$ cat src/rtl/gmii_rx_fcs_check_if.sv
// GMII receive bus into the FCS checker and its pass-through/status bus out.
// Master drives e_rx*; slave (the checker) drives the delayed data, frame status and counters.
interface gmii_rx_fcs_check_if;
    logic        e_rxdv;
    logic [7:0]  e_rxd;
    logic        e_rxer;
    logic        o_rxdv;
    logic [7:0]  o_rxd;
    logic        o_sof;
    logic        frame_done;
    logic        frame_ok;
    logic        fcs_err;
    logic        len_err;
    logic        align_err;
    logic        rxer_seen;
    logic [15:0] frame_len;
    logic [15:0] good_cnt;
    logic [15:0] bad_cnt;

    modport master (
        output e_rxdv, e_rxd, e_rxer,
        input  o_rxdv, o_rxd, o_sof, frame_done, frame_ok, fcs_err, len_err,
               align_err, rxer_seen, frame_len, good_cnt, bad_cnt
    );

    modport slave (
        input  e_rxdv, e_rxd, e_rxer,
        output o_rxdv, o_rxd, o_sof, frame_done, frame_ok, fcs_err, len_err,
               align_err, rxer_seen, frame_len, good_cnt, bad_cnt
    );
endinterface

$ cat src/rtl/gmii_rx_fcs_check.sv
// GMII rx pass-through (1 cycle) with preamble/SFD tracking, CRC-32 residue check and frame status.
// No backpressure: GMII cannot stall, every byte is accepted and forwarded unconditionally.
module gmii_rx_fcs_check #(
    parameter int MIN_LEN = 64,
    parameter int MAX_LEN = 1518
) (
    input  logic               e_rxc,
    input  logic               reset_n,
    gmii_rx_fcs_check_if.slave rx
);
    typedef enum logic [1:0] {IDLE, PRE, DATA, DROP} state_t;

    localparam logic [31:0] CRC_POLY    = 32'hEDB88320;
    localparam logic [31:0] CRC_INIT    = 32'hFFFFFFFF;
    localparam logic [31:0] CRC_RESIDUE = 32'hDEBB20E3;
    localparam logic [15:0] MIN_L       = 16'(MIN_LEN);
    localparam logic [15:0] MAX_L       = 16'(MAX_LEN);

    function automatic logic [31:0] crc_byte(input logic [31:0] c, input logic [7:0] d);
        logic [31:0] r;
        r = c;
        for (int i = 0; i < 8; i++) begin
            r = (r >> 1) ^ (((r[0] ^ d[i]) == 1'b1) ? CRC_POLY : 32'h0);
        end
        return r;
    endfunction

    state_t      state_q, state_d;
    logic        armed_q, armed_d;
    logic [31:0] crc_q, crc_d;
    logic [15:0] len_q, len_d;
    logic        rxer_q, rxer_d;
    logic        o_rxdv_q, o_rxdv_d;
    logic [7:0]  o_rxd_q, o_rxd_d;
    logic        o_sof_q, o_sof_d;
    logic        done_q, done_d;
    logic        ok_q, ok_d;
    logic        fcs_err_q, fcs_err_d;
    logic        len_err_q, len_err_d;
    logic        align_err_q, align_err_d;
    logic        rxer_seen_q, rxer_seen_d;
    logic [15:0] frame_len_q, frame_len_d;
    logic [15:0] good_cnt_q, good_cnt_d;
    logic [15:0] bad_cnt_q, bad_cnt_d;
    logic        fin, fin_align, fcs_bad, len_bad, frame_good;

    always_comb begin
        state_d     = state_q;
        armed_d     = armed_q | ~rx.e_rxdv;
        crc_d       = crc_q;
        len_d       = len_q;
        rxer_d      = rxer_q;
        o_rxdv_d    = rx.e_rxdv;
        o_rxd_d     = rx.e_rxd;
        o_sof_d     = (state_q == DATA) && rx.e_rxdv && (len_q == 16'd0);
        done_d      = 1'b0;
        ok_d        = ok_q;
        fcs_err_d   = fcs_err_q;
        len_err_d   = len_err_q;
        align_err_d = align_err_q;
        rxer_seen_d = rxer_seen_q;
        frame_len_d = frame_len_q;
        good_cnt_d  = good_cnt_q;
        bad_cnt_d   = bad_cnt_q;
        fin         = 1'b0;
        fin_align   = 1'b0;

        case (state_q)
            IDLE: begin
                rxer_d = 1'b0;
                // Only arm once the line has been seen idle, so a frame cut by reset is ignored.
                if (armed_q && rx.e_rxdv) begin
                    if (rx.e_rxd == 8'h55) begin
                        state_d = PRE;
                    end else if (rx.e_rxd == 8'hD5) begin
                        state_d = DATA;
                        crc_d   = CRC_INIT;
                        len_d   = 16'd0;
                    end else begin
                        state_d = DROP;
                    end
                end
            end
            PRE: begin
                if (!rx.e_rxdv) begin
                    state_d = IDLE;
                end else begin
                    rxer_d = rxer_q | rx.e_rxer;
                    if (rx.e_rxd == 8'hD5) begin
                        state_d = DATA;
                        crc_d   = CRC_INIT;
                        len_d   = 16'd0;
                    end else if (rx.e_rxd != 8'h55) begin
                        state_d = DROP;
                    end
                end
            end
            DATA: begin
                if (rx.e_rxdv) begin
                    rxer_d = rxer_q | rx.e_rxer;
                    crc_d  = crc_byte(crc_q, rx.e_rxd);
                    len_d  = (len_q == 16'hFFFF) ? len_q : len_q + 16'd1;
                end else begin
                    state_d = IDLE;
                    fin     = 1'b1;
                end
            end
            default: begin
                if (rx.e_rxdv) begin
                    rxer_d = rxer_q | rx.e_rxer;
                end else begin
                    state_d   = IDLE;
                    fin       = 1'b1;
                    fin_align = 1'b1;
                end
            end
        endcase

        fcs_bad    = !fin_align && (crc_q != CRC_RESIDUE);
        len_bad    = !fin_align && ((len_q < MIN_L) || (len_q > MAX_L));
        frame_good = !(fcs_bad || len_bad || fin_align || rxer_q);

        if (fin) begin
            done_d      = 1'b1;
            fcs_err_d   = fcs_bad;
            len_err_d   = len_bad;
            align_err_d = fin_align;
            rxer_seen_d = rxer_q;
            frame_len_d = fin_align ? 16'd0 : len_q;
            ok_d        = frame_good;
            if (frame_good) begin
                good_cnt_d = (good_cnt_q == 16'hFFFF) ? good_cnt_q : good_cnt_q + 16'd1;
            end else begin
                bad_cnt_d  = (bad_cnt_q == 16'hFFFF) ? bad_cnt_q : bad_cnt_q + 16'd1;
            end
        end
    end

    always_ff @(posedge e_rxc or negedge reset_n) begin
        if (!reset_n) begin
            state_q     <= IDLE;
            armed_q     <= 1'b0;
            crc_q       <= CRC_INIT;
            len_q       <= 16'd0;
            rxer_q      <= 1'b0;
            o_rxdv_q    <= 1'b0;
            o_rxd_q     <= 8'd0;
            o_sof_q     <= 1'b0;
            done_q      <= 1'b0;
            ok_q        <= 1'b0;
            fcs_err_q   <= 1'b0;
            len_err_q   <= 1'b0;
            align_err_q <= 1'b0;
            rxer_seen_q <= 1'b0;
            frame_len_q <= 16'd0;
            good_cnt_q  <= 16'd0;
            bad_cnt_q   <= 16'd0;
        end else begin
            state_q     <= state_d;
            armed_q     <= armed_d;
            crc_q       <= crc_d;
            len_q       <= len_d;
            rxer_q      <= rxer_d;
            o_rxdv_q    <= o_rxdv_d;
            o_rxd_q     <= o_rxd_d;
            o_sof_q     <= o_sof_d;
            done_q      <= done_d;
            ok_q        <= ok_d;
            fcs_err_q   <= fcs_err_d;
            len_err_q   <= len_err_d;
            align_err_q <= align_err_d;
            rxer_seen_q <= rxer_seen_d;
            frame_len_q <= frame_len_d;
            good_cnt_q  <= good_cnt_d;
            bad_cnt_q   <= bad_cnt_d;
        end
    end

    assign rx.o_rxdv     = o_rxdv_q;
    assign rx.o_rxd      = o_rxd_q;
    assign rx.o_sof      = o_sof_q;
    assign rx.frame_done = done_q;
    assign rx.frame_ok   = ok_q;
    assign rx.fcs_err    = fcs_err_q;
    assign rx.len_err    = len_err_q;
    assign rx.align_err  = align_err_q;
    assign rx.rxer_seen  = rxer_seen_q;
    assign rx.frame_len  = frame_len_q;
    assign rx.good_cnt   = good_cnt_q;
    assign rx.bad_cnt    = bad_cnt_q;
endmodule

$ cat src/flat_wrapper.sv
// flat-port wrapper written by rule: the top's interface ports become plain ports
module gmii_rx_fcs_check_flat 
#(
    parameter int MIN_LEN = 64,
    parameter int MAX_LEN = 1518
)
  (e_rxc, reset_n, rx_e_rxdv, rx_e_rxd, rx_e_rxer, rx_o_rxdv, rx_o_rxd, rx_o_sof, rx_frame_done, rx_frame_ok, rx_fcs_err, rx_len_err, rx_align_err, rx_rxer_seen, rx_frame_len, rx_good_cnt, rx_bad_cnt);
  gmii_rx_fcs_check_if rx_i ();
  input  logic e_rxc;
  input  logic reset_n;
  input wire logic [$bits(rx_i.e_rxdv)-1:0] rx_e_rxdv;
  input wire logic [$bits(rx_i.e_rxd)-1:0] rx_e_rxd;
  input wire logic [$bits(rx_i.e_rxer)-1:0] rx_e_rxer;
  output wire logic [$bits(rx_i.o_rxdv)-1:0] rx_o_rxdv;
  output wire logic [$bits(rx_i.o_rxd)-1:0] rx_o_rxd;
  output wire logic [$bits(rx_i.o_sof)-1:0] rx_o_sof;
  output wire logic [$bits(rx_i.frame_done)-1:0] rx_frame_done;
  output wire logic [$bits(rx_i.frame_ok)-1:0] rx_frame_ok;
  output wire logic [$bits(rx_i.fcs_err)-1:0] rx_fcs_err;
  output wire logic [$bits(rx_i.len_err)-1:0] rx_len_err;
  output wire logic [$bits(rx_i.align_err)-1:0] rx_align_err;
  output wire logic [$bits(rx_i.rxer_seen)-1:0] rx_rxer_seen;
  output wire logic [$bits(rx_i.frame_len)-1:0] rx_frame_len;
  output wire logic [$bits(rx_i.good_cnt)-1:0] rx_good_cnt;
  output wire logic [$bits(rx_i.bad_cnt)-1:0] rx_bad_cnt;
  assign rx_i.e_rxdv = rx_e_rxdv;
  assign rx_i.e_rxd = rx_e_rxd;
  assign rx_i.e_rxer = rx_e_rxer;
  assign rx_o_rxdv = rx_i.o_rxdv;
  assign rx_o_rxd = rx_i.o_rxd;
  assign rx_o_sof = rx_i.o_sof;
  assign rx_frame_done = rx_i.frame_done;
  assign rx_frame_ok = rx_i.frame_ok;
  assign rx_fcs_err = rx_i.fcs_err;
  assign rx_len_err = rx_i.len_err;
  assign rx_align_err = rx_i.align_err;
  assign rx_rxer_seen = rx_i.rxer_seen;
  assign rx_frame_len = rx_i.frame_len;
  assign rx_good_cnt = rx_i.good_cnt;
  assign rx_bad_cnt = rx_i.bad_cnt;
  gmii_rx_fcs_check #(.MIN_LEN(MIN_LEN), .MAX_LEN(MAX_LEN)) u_core (.e_rxc(e_rxc), .reset_n(reset_n), .rx(rx_i));
endmodule
$ cat config.mk
export PLATFORM = sky130hd
export DESIGN_NAME = gmii_rx_fcs_check_flat
export DESIGN_NICKNAME = d
export VERILOG_FILES = /design/src/rtl/gmii_rx_fcs_check_if.sv /design/src/rtl/gmii_rx_fcs_check.sv /design/src/flat_wrapper.sv
export SDC_FILE = /design/constraint.sdc
export NUM_CORES = 1
export LEC_CHECK = 0
export BUFFER_PORTS_ARGS = -buffer_cell sky130_fd_sc_hd__buf_2
export CAP_MARGIN = 20
export CORE_ASPECT_RATIO = 0.5
export CORE_MARGIN = 2
export CORE_UTILIZATION = 40
export CTS_BUF_LIST = sky130_fd_sc_hd__clkbuf_8
export DETAILED_ROUTE_END_ITERATION = 6
export PLACE_DENSITY_LB_ADDON = 0.12
export RECOVER_POWER = 50
export SLEW_MARGIN = 15
export SYNTH_ARGS = -nofsm -noshare
export SYNTH_HDL_FRONTEND = slang
export SYNTH_SLANG_ARGS = --single-unit
$ cat constraint.sdc
create_clock -name e_rxc -period 4.5 [get_ports e_rxc]
set_input_delay 1.35 -clock e_rxc [delete_from_list [all_inputs] [get_ports e_rxc]]
set_output_delay 1.35 -clock e_rxc [all_outputs]
set_load 0.005 [all_outputs]
==> results.yml, run 1 <==
status:
  status: "complete, no violations"
clocking:
  numCtsBuffers: 17
  cts_hold_buf: 0
  clockRootBuffer: "clkbuf_8"
  post_cts_buffers: 0
  clock_latency_ps: 440
  cts_resized: 0
  h-tree-depth: 4
  cts_tree: "yes"
  clock_sinks: 116
  clockBufferDepth: 2
  clk_pin_slew_ps: 80
power_and_ir_drop:
  p_leak_nw: 2.90
  vdd_drop_max_mv: 0.350
  power_density_nw_per_um2: 662
cells_and_area:
  fin_util_pct: 48.3
  area_growth_pct: 17.2
  fillers: 1353
  drive_gt1_share_pct: 26.0
  layout.nets: 611
  diodes: 0
logic_synthesis:
  syn_nets: 526
  synth_area_sq_um: 5640
  ys_ff_latch: 116
  synth_edf_count: 0
  postSynthAreaPerCell_sq_um: 11.1
  synth_most_common_cell: "dfrtp_1"
  synthTopCellsByArea: "dfrtp_1 (37%), dfstp_2 (15%), xnor2_1 (13%)"
  ys_async_sr_fraction_pct: 100
  ys.flop_type: "dfrtp_1"
  synth_common_cells: "dfrtp_1 (84), xnor2_1 (83), nor2_1 (44)"
  postSynthCellCount: 509
  yosysWarningCount: 0
  synth.distinct_cells: 45
  synth_top_cell_by_area: "dfrtp_1"
  yosysTopAreaCellShare_pct: 37.3
  seq_area_frac_synth_pct: 52.2
global_route:
  antenna_found_initial: 0
  grt_pass1_wl_um: 21000
  grt_max_degree: 105
  grt-ovfl-total: 0
  grt_pass1_vias: 4059
  grt_util_all_layers_pct: 18.2
sta:
  fin_crit_ps: 3270
  fin_tns_setup_ps: 0
  hold_violations: 0
  slew_headroom_pct: 32.8
  finalCritPeriodShare_pct: 72.7
  rsz0062_at_grt: "false"
  setup_violations: 0
  clock.fmax_mhz: 306
  skew_ps: 19.2
  worstMarginPinSlew_ps: 1010
  drv_slew: 0
worst_setup_path:
  crit_fanout: 16
  cp.arrival_ps: 3600
  worstPathRequired_ps: 4830
  cp-start-kind: "input pin"
  timing.critical_path.to_type: "register"
  crit_type: "in -> reg"
routing:
  drtIter0Drc: 297
  avgViaCountPerCell: 5.05
  firstDrtPassIters: 4
  drt-total-wl_um: 12900
  antenna_left: 0
  vias: 4037
  wl_per_cell_um: 16.1
  drc: 0
floorplanning:
  row_count: 30
  initial_core_util_pct: 41.2
  die_y_um: 87.9
  core_sq_um: 13700
  die_w_um: 172
  die_area_sq_um: 15100
  ios: 76
flow_run:
  maxCapViolCount: 0
place:
  port_buffers: 75
  dpl.hpwl_um: 8690
  routabilityCongestion: 0.776
min_path:
  hold_class: "reg -> reg"
## placed cells by master (no fill, tap or decap), drive strengths merged, types with 13 or more instances in the layout
cell type / instances
xnor2: 86
dfrtp: 84
buf: 74
nor2: 44
dfstp: 32
clkbuf: 28
nand2: 24
xor2: 24
a21oi: 22
nand3: 18
a22o: 18
nand4: 15
nor3: 15
o21ai: 14
inv: 13
## worst max-delay path: stages
cell      delay, ps
clkbuf_1        220
nand2b_1        370
clkbuf_1        390
a41o_1          380
nor4_4          480
mux2_2          400
## logic make-up (layout without fill, tap and decap cells)
| logic type | after synthesis | count (layout) | synth area share, % |
|---|---|---|---|
| AO/OA/AOI/OAI | 77 | 77 | 9.21 |
| XOR/XNOR | 110 | 110 | 17.9 |
| adder cells (fa/ha/maj) | 5 | 5 | 1.11 |
| buffers and inverters | 28 | 126 | 2.04 |
| flip-flops | 116 | 116 | 52.2 |
| multiplexers | 2 | 2 | 0.400 |
| AND/OR/NAND/NOR | 171 | 171 | 17.1 |
## metal layers
layer  GRT usage, %  vias to the layer above  share of wire, %  wire, um
li1               -                     1947                 -         -
met1           25.9                     2001                50      6490
met2           27.7                       80                44      5700
met3           4.74                        9               4.6       587
met4           5.04                        0              0.82       105
met5              0                        -                 0         0
## cell type report
type	instances	area, sq um	area share, %
Clock inverter	15	130	1.97
Multi-Input combinational cell	365	2580	39.0
Timing Repair Buffer	85	447	6.76
Tap cell	192	240	3.64
Inverter	9	33.8	0.511
Clock buffer	17	234	3.54
Sequential cell	116	2940	44.6
## state kept, by name (all words and copies together), names as in the netlist, 2 cells and up
| signal | flops |
|---|---|
| u_core.rx.bad_cnt | 16 |
| u_core.rx.o_rxd | 8 |
| u_core.len_q | 16 |
| u_core.rx.good_cnt | 16 |
| u_core.crc_q | 32 |
| u_core.state_q | 2 |
| u_core.rx.frame_len | 16 |
## through the flow
step / setup WS (ps) / area [sq um] / cells / total power, W / hold WS (ps)
2_1_floorplan: 1310 / 5640 / 509 / 0.00306 / 462
3_3_place_gp: 999 / 6260 / 767 / 0.00349 / 469
3_5_place_dp: 927 / 6260 / 767 / 0.00349 / 470
4_1_cts: 1410 / 6620 / 799 / 0.00442 / 492
5_1_grt: 1090 / 6610 / 799 / 0.00468 / 517
6_report: 1230 / 6610 / 799 / 0.00437 / 483
## path summary, 6_finish.rpt
path,from,to,slack [ps],cells past startpoint
max,rx_e_rxdv,u_core.rx.good_cnt[1],1230,6
min,u_core.rx.good_cnt[9],u_core.rx.good_cnt[9],480,1
max reg2reg,u_core.crc_q[5],u_core.rx.bad_cnt[1],1640,6
min reg2reg,u_core.rx.good_cnt[9],u_core.rx.good_cnt[9],480,1
max in group asynchronous,reset_n,u_core.state_q[0],2510,2
min in group asynchronous,reset_n,u_core.rx.o_rxd[2],950,1
## where the power goes
part / internal (W) / switching, W
Clock: 0.000438 / 0.000471
Sequential: 0.00133 / 0.000209
Combinational: 0.000957 / 0.000967
Total: 0.00273 / 0.00165
(Power assumes the default switching activity.)
==> run 2, diff against run 1 <==
Clock period 4.5 ns to 3.3 ns, I/O delays scaled along.
==> results.yml, run 2 (same netlist as run 1, synthesis figures left out) <==
status:
  status: "finished, violations left"
  failed_checks: "capacitance limit, slew limit"
global_route:
  antenna_found_initial: 0
  grt_util_all_layers_pct: 18.4
  grt-ovfl-total: 0
  grt_pass1_vias: 4031
  grt_max_degree: 53
  grt_pass1_wl_um: 21300
place:
  port_buffers: 75
  routabilityCongestion: 0.803
  dpl.hpwl_um: 8960
  dp_slack_ps: 240
  place_area_sq_um: 6350
min_path:
  hold_class: "reg -> reg"
  hold_path.startpoint: "u_core.rx.bad_cnt[5]"
routing:
  avgViaCountPerCell: 4.98
  drt-total-wl_um: 13000
  drtIter0Drc: 271
  drc: 0
  vias: 4026
  firstDrtPassIters: 4
  antenna_left: 0
  wl_per_cell_um: 16.0
worst_setup_path:
  crit_fanout: 22
  cp-start-kind: "register"
  timing.critical_path.to_type: "register"
  crit_type: "reg -> reg"
  worstPathRequired_ps: 3610
  critPathLaunch: "u_core.crc_q[5]"
  cp.arrival_ps: 3130
  r2r-start: "u_core.crc_q[5]"
sta:
  skew_ps: 16.6
  finalCritPeriodShare_pct: 85.4
  clock.fmax_mhz: 355
  worstMarginPinSlew_ps: 1970
  fin_crit_ps: 2820
  slew_headroom_pct: -31.4
  fin_tns_setup_ps: 0
  hold_violations: 0
  drv_slew: 37
  worst_slack_ps: 482
  rsz0062_at_grt: "false"
  setup_violations: 0
clocking:
  post_cts_buffers: 0
  clockBufferDepth: 2
  cts_hold_buf: 0
  h-tree-depth: 4
  clock_latency_ps: 430
  clock_sinks: 116
  clockRootBuffer: "clkbuf_8"
  numCtsBuffers: 17
  clk_pin_slew_ps: 80
  cts_resized: 0
  cts_tree: "yes"
power_and_ir_drop:
  p_total_w: 0.00627
  vdd_drop_max_mv: 0.712
  p_leak_nw: 2.97
  power_density_nw_per_um2: 929
cells_and_area:
  layout.nets: 621
  largest_register: "u_core.crc_q"
  area_growth_pct: 19.7
  drive_gt1_share_pct: 27.1
  fin_util_pct: 49.4
  diodes: 0
  final_common_cell: "dfrtp_1"
  post-route-cell-area_sq_um: 6750
  layout_common_cells: "dfrtp_1 (84), xnor2_1 (83), buf_2 (66), nor2_1 (44), dfstp_2 (32)"
  largest_reg_flops: 32
floorplanning:
  die_area_sq_um: 15100
  ios: 76
  initial_core_util_pct: 41.2
  core_sq_um: 13700
  die_y_um: 87.9
  die_w_um: 172
  row_count: 30
flow_run:
  maxCapViolCount: 1
-- run 2: routing by layer --
layer / GRT usage (%) / wire [um] / share of wire, %
met1: 26.8 / 6720 / 52
met2: 27.8 / 5670 / 44
met3: 4.25 / 514 / 4.0
met4: 4.58 / 67 / 0.52
met5: 0 / 0 / 0
-- run 2: metrics by stage --
| step | cells | hold WS (ps) |
|---|---|---|
| 2_1_floorplan | 509 | 462 |
| 3_3_place_gp | 777 | 468 |
| 3_5_place_dp | 777 | 481 |
| 4_1_cts | 809 | 499 |
| 5_1_grt | 809 | 516 |
| 6_report | 809 | 490 |
-- run 2: worst paths after layout --
kind | end | slack (ps) | cells past startpoint
max | u_core.rx.bad_cnt[1] | 480 | 6
min reg2reg | u_core.rx.bad_cnt[5] | 490 | 1
max reg2reg | u_core.rx.bad_cnt[1] | 480 | 6
max in group asynchronous | u_core.crc_q[11] | 860 | 2
min in group asynchronous | u_core.rx.o_rxd[2] | 1100 | 1
min | u_core.rx.bad_cnt[5] | 490 | 1
-- run 2: area by class of cell --
class / instances / area [sq um]
clock buffer: 17 / 234
tap: 192 / 240
inverter: 9 / 33.8
clock inverter: 15 / 191
multi-input combinational: 365 / 2580
timing repair buffer: 95 / 528
sequential: 116 / 2940
fill: 1301 / 6920
-- run 2: power breakdown --
| group | switching [W] | internal (W) | total, W |
|---|---|---|---|
| clock | 0.000672 | 0.000769 | 0.00144 |
| sequential | 0.000277 | 0.00182 | 0.00209 |
| combinational | 0.00138 | 0.00136 | 0.00274 |
| total | 0.00232 | 0.00395 | 0.00627 |
-- run 2: worst max-delay path: stages (launching register included) --
cell     delay, ps
dfstp_2        580
or4b_1         430
nor4_1         310
nand4_1        310
or3_4          570
nand2_1        160
mux2_2         340
==> run 3, diff against run 2 <==
Clock period 3.3 ns to 2.8 ns, I/O delays scaled along.
==> results.yml, run 3 (same netlist as run 1, synthesis figures left out) <==
floorplanning:
  die_y_um: 87.9
  row_count: 30
  core_sq_um: 13700
  ios: 76
  initial_core_util_pct: 41.2
  die_area_sq_um: 15100
  die_w_um: 172
min_path:
  hold_class: "reg -> reg"
  hold_depth: 2
  hold_end: "u_core.rx.frame_ok"
  hold_path.startpoint: "u_core.rx.frame_ok"
routing:
  firstDrtPassIters: 4
  antenna_left: 0
  vias: 4074
  avgViaCountPerCell: 4.97
  wl_per_cell_um: 15.8
  drt-total-wl_um: 12900
  drtIter0Drc: 290
  drc: 0
clocking:
  cts_tree: "yes"
  clock_latency_ps: 450
  clockRootBuffer: "clkbuf_8"
  clockBufferDepth: 2
  numCtsBuffers: 17
  h-tree-depth: 4
  clock_sinks: 116
  clk_pin_slew_ps: 80
cells_and_area:
  multi_input_area_sq_um: 2580
  layout.nets: 631
  fillers: 1306
  largest_reg_flops: 32
  largest_register: "u_core.crc_q"
  regArea_sq_um: 2940
  drive_gt1_share_pct: 28.1
  final_common_cell: "dfrtp_1"
  layout_common_cells: "dfrtp_1 (84), xnor2_1 (83), buf_2 (66), nor2_1 (44), dfstp_2 (32)"
  diodes: 0
  area_growth_pct: 20.5
worst_setup_path:
  max_stage_delay_ps: 560
  timing.critical_path.to_type: "register"
  path_delay_family: "simple AND/OR/NAND/NOR gates"
  r2r-end: "u_core.rx.bad_cnt[1]"
  r2r-start: "u_core.crc_q[5]"
  slowest_stage: "dfstp_2"
  worstPathRequired_ps: 3130
  crit_type: "reg -> reg"
  crit_fanout: 8
  cp.arrival_ps: 3010
  critPathLaunch: "u_core.crc_q[5]"
  worstSetupPathDepth: 6
  path_buf_inv: 0
  worstRegToRegCells: 6
  crit_chain: "or4b_1 -> nor4_2 -> nand4_1 -> or3_4 -> nand2_1 -> mux2_2"
  reg2reg_slack_ps: 120
  cp-start-kind: "register"
place:
  routabilityCongestion: 0.794
  dpl.hpwl_um: 9170
  dp_slack_ps: 41.8
  port_buffers: 75
sta:
  setup_violations: 0
  clock.fmax_mhz: 373
  fin_crit_ps: 2680
  worst_slack_ps: 118
  skew_ps: 19.5
  rsz0062_at_grt: "false"
  drv_slew: 31
  hold_violations: 0
  fin_tns_setup_ps: 0
  worstMarginPinSlew_ps: 1870
  slew_headroom_pct: -24.9
  finalCritPeriodShare_pct: 95.8
global_route:
  grt_pass1_wl_um: 21500
  grt_util_all_layers_pct: 18.6
  grt_max_degree: 55
  grt-ovfl-total: 0
  antenna_found_initial: 0
  grt_pass1_vias: 4083
status:
  failed_checks: "capacitance limit, slew limit"
  status: "finished, violations left"
power_and_ir_drop:
  p_leak_nw: 3.00
  power_density_nw_per_um2: 1080
  vdd_drop_max_mv: 0.712
flow_run:
  maxCapViolCount: 1
[run 3: cell count changes in the layout (fill, tap and decap cells not counted)]
cell        previous run  this run
clkinvlp_4             2         1
clkinv_2               1         2
bufinv_16              3         1
inv_6                  7         8
buf_4                 15        22
clkinv_4               1         2
buf_12                 2         3
and2_1                 5         4
and2_0                 0         1
clkbuf_1              12        14
nor4_1                 4         3
nor4_2                 1         2
[run 3: worst max path at each step]
stage                             end
5_1_grt        u_core.rx.good_cnt[12]
2_1_floorplan         u_core.len_q[7]
6_report         u_core.rx.bad_cnt[1]
3_3_place_gp          u_core.len_q[7]
3_5_place_dp          u_core.len_q[7]
4_1_cts        u_core.rx.good_cnt[12]
[run 3: timing repair]
action                     4_1_cts  5_1_grt
setup endpoints to repair        0        5
gates resized for setup          0        1
hold buffers                     0        0
buffers inserted                 0        0
[run 3: where the power goes]
group          total (W)  internal (W)  switching, W
Sequential       0.00246       0.00214      0.000321
Clock            0.00153      0.000728      0.000797
Combinational    0.00333       0.00168       0.00165
Total            0.00732       0.00455       0.00277
[run 3: layout make-up]
type	count	share of cell area (%)
Inverter	9	0.498
Sequential cell	116	43.3
Clock inverter	15	2.16
Timing Repair Buffer	105	8.96
Multi-Input combinational cell	365	38.1
Clock buffer	17	3.45
Tap cell	192	3.54
[run 3: worst reg2reg max path, delay by kind of cell (launching register included)]
kind,cells,cell delay [ps]
flops,1,560
mux,1,340
simple gates,5,1670
[run 3: metal layers]
layer  wire (um)  global-route usage [%]  vias up
met5           0                       0        -
met1        6520                    26.3     2003
met2        5780                    29.1       66
met3         510                    4.11       12
li1            -                       -     1993
met4         115                    5.50        0
[run 3: metrics by stage]
| stage | util, % | area [sq um] | std cells | power (W) | hold WS (ps) |
|---|---|---|---|---|---|
| final | 49.7 | 6790 | 819 | 0.00732 | 489 |
| after global routing | 49.7 | 6790 | 819 | 0.00781 | 506 |
| after CTS | 49.9 | 6820 | 819 | 0.00740 | 338 |
| after detailed placement | 47.1 | 6430 | 787 | 0.00582 | 478 |
| after global placement | 47.1 | 6430 | 787 | 0.00580 | 468 |
| after floorplan | - | 5640 | 509 | 0.00492 | 462 |
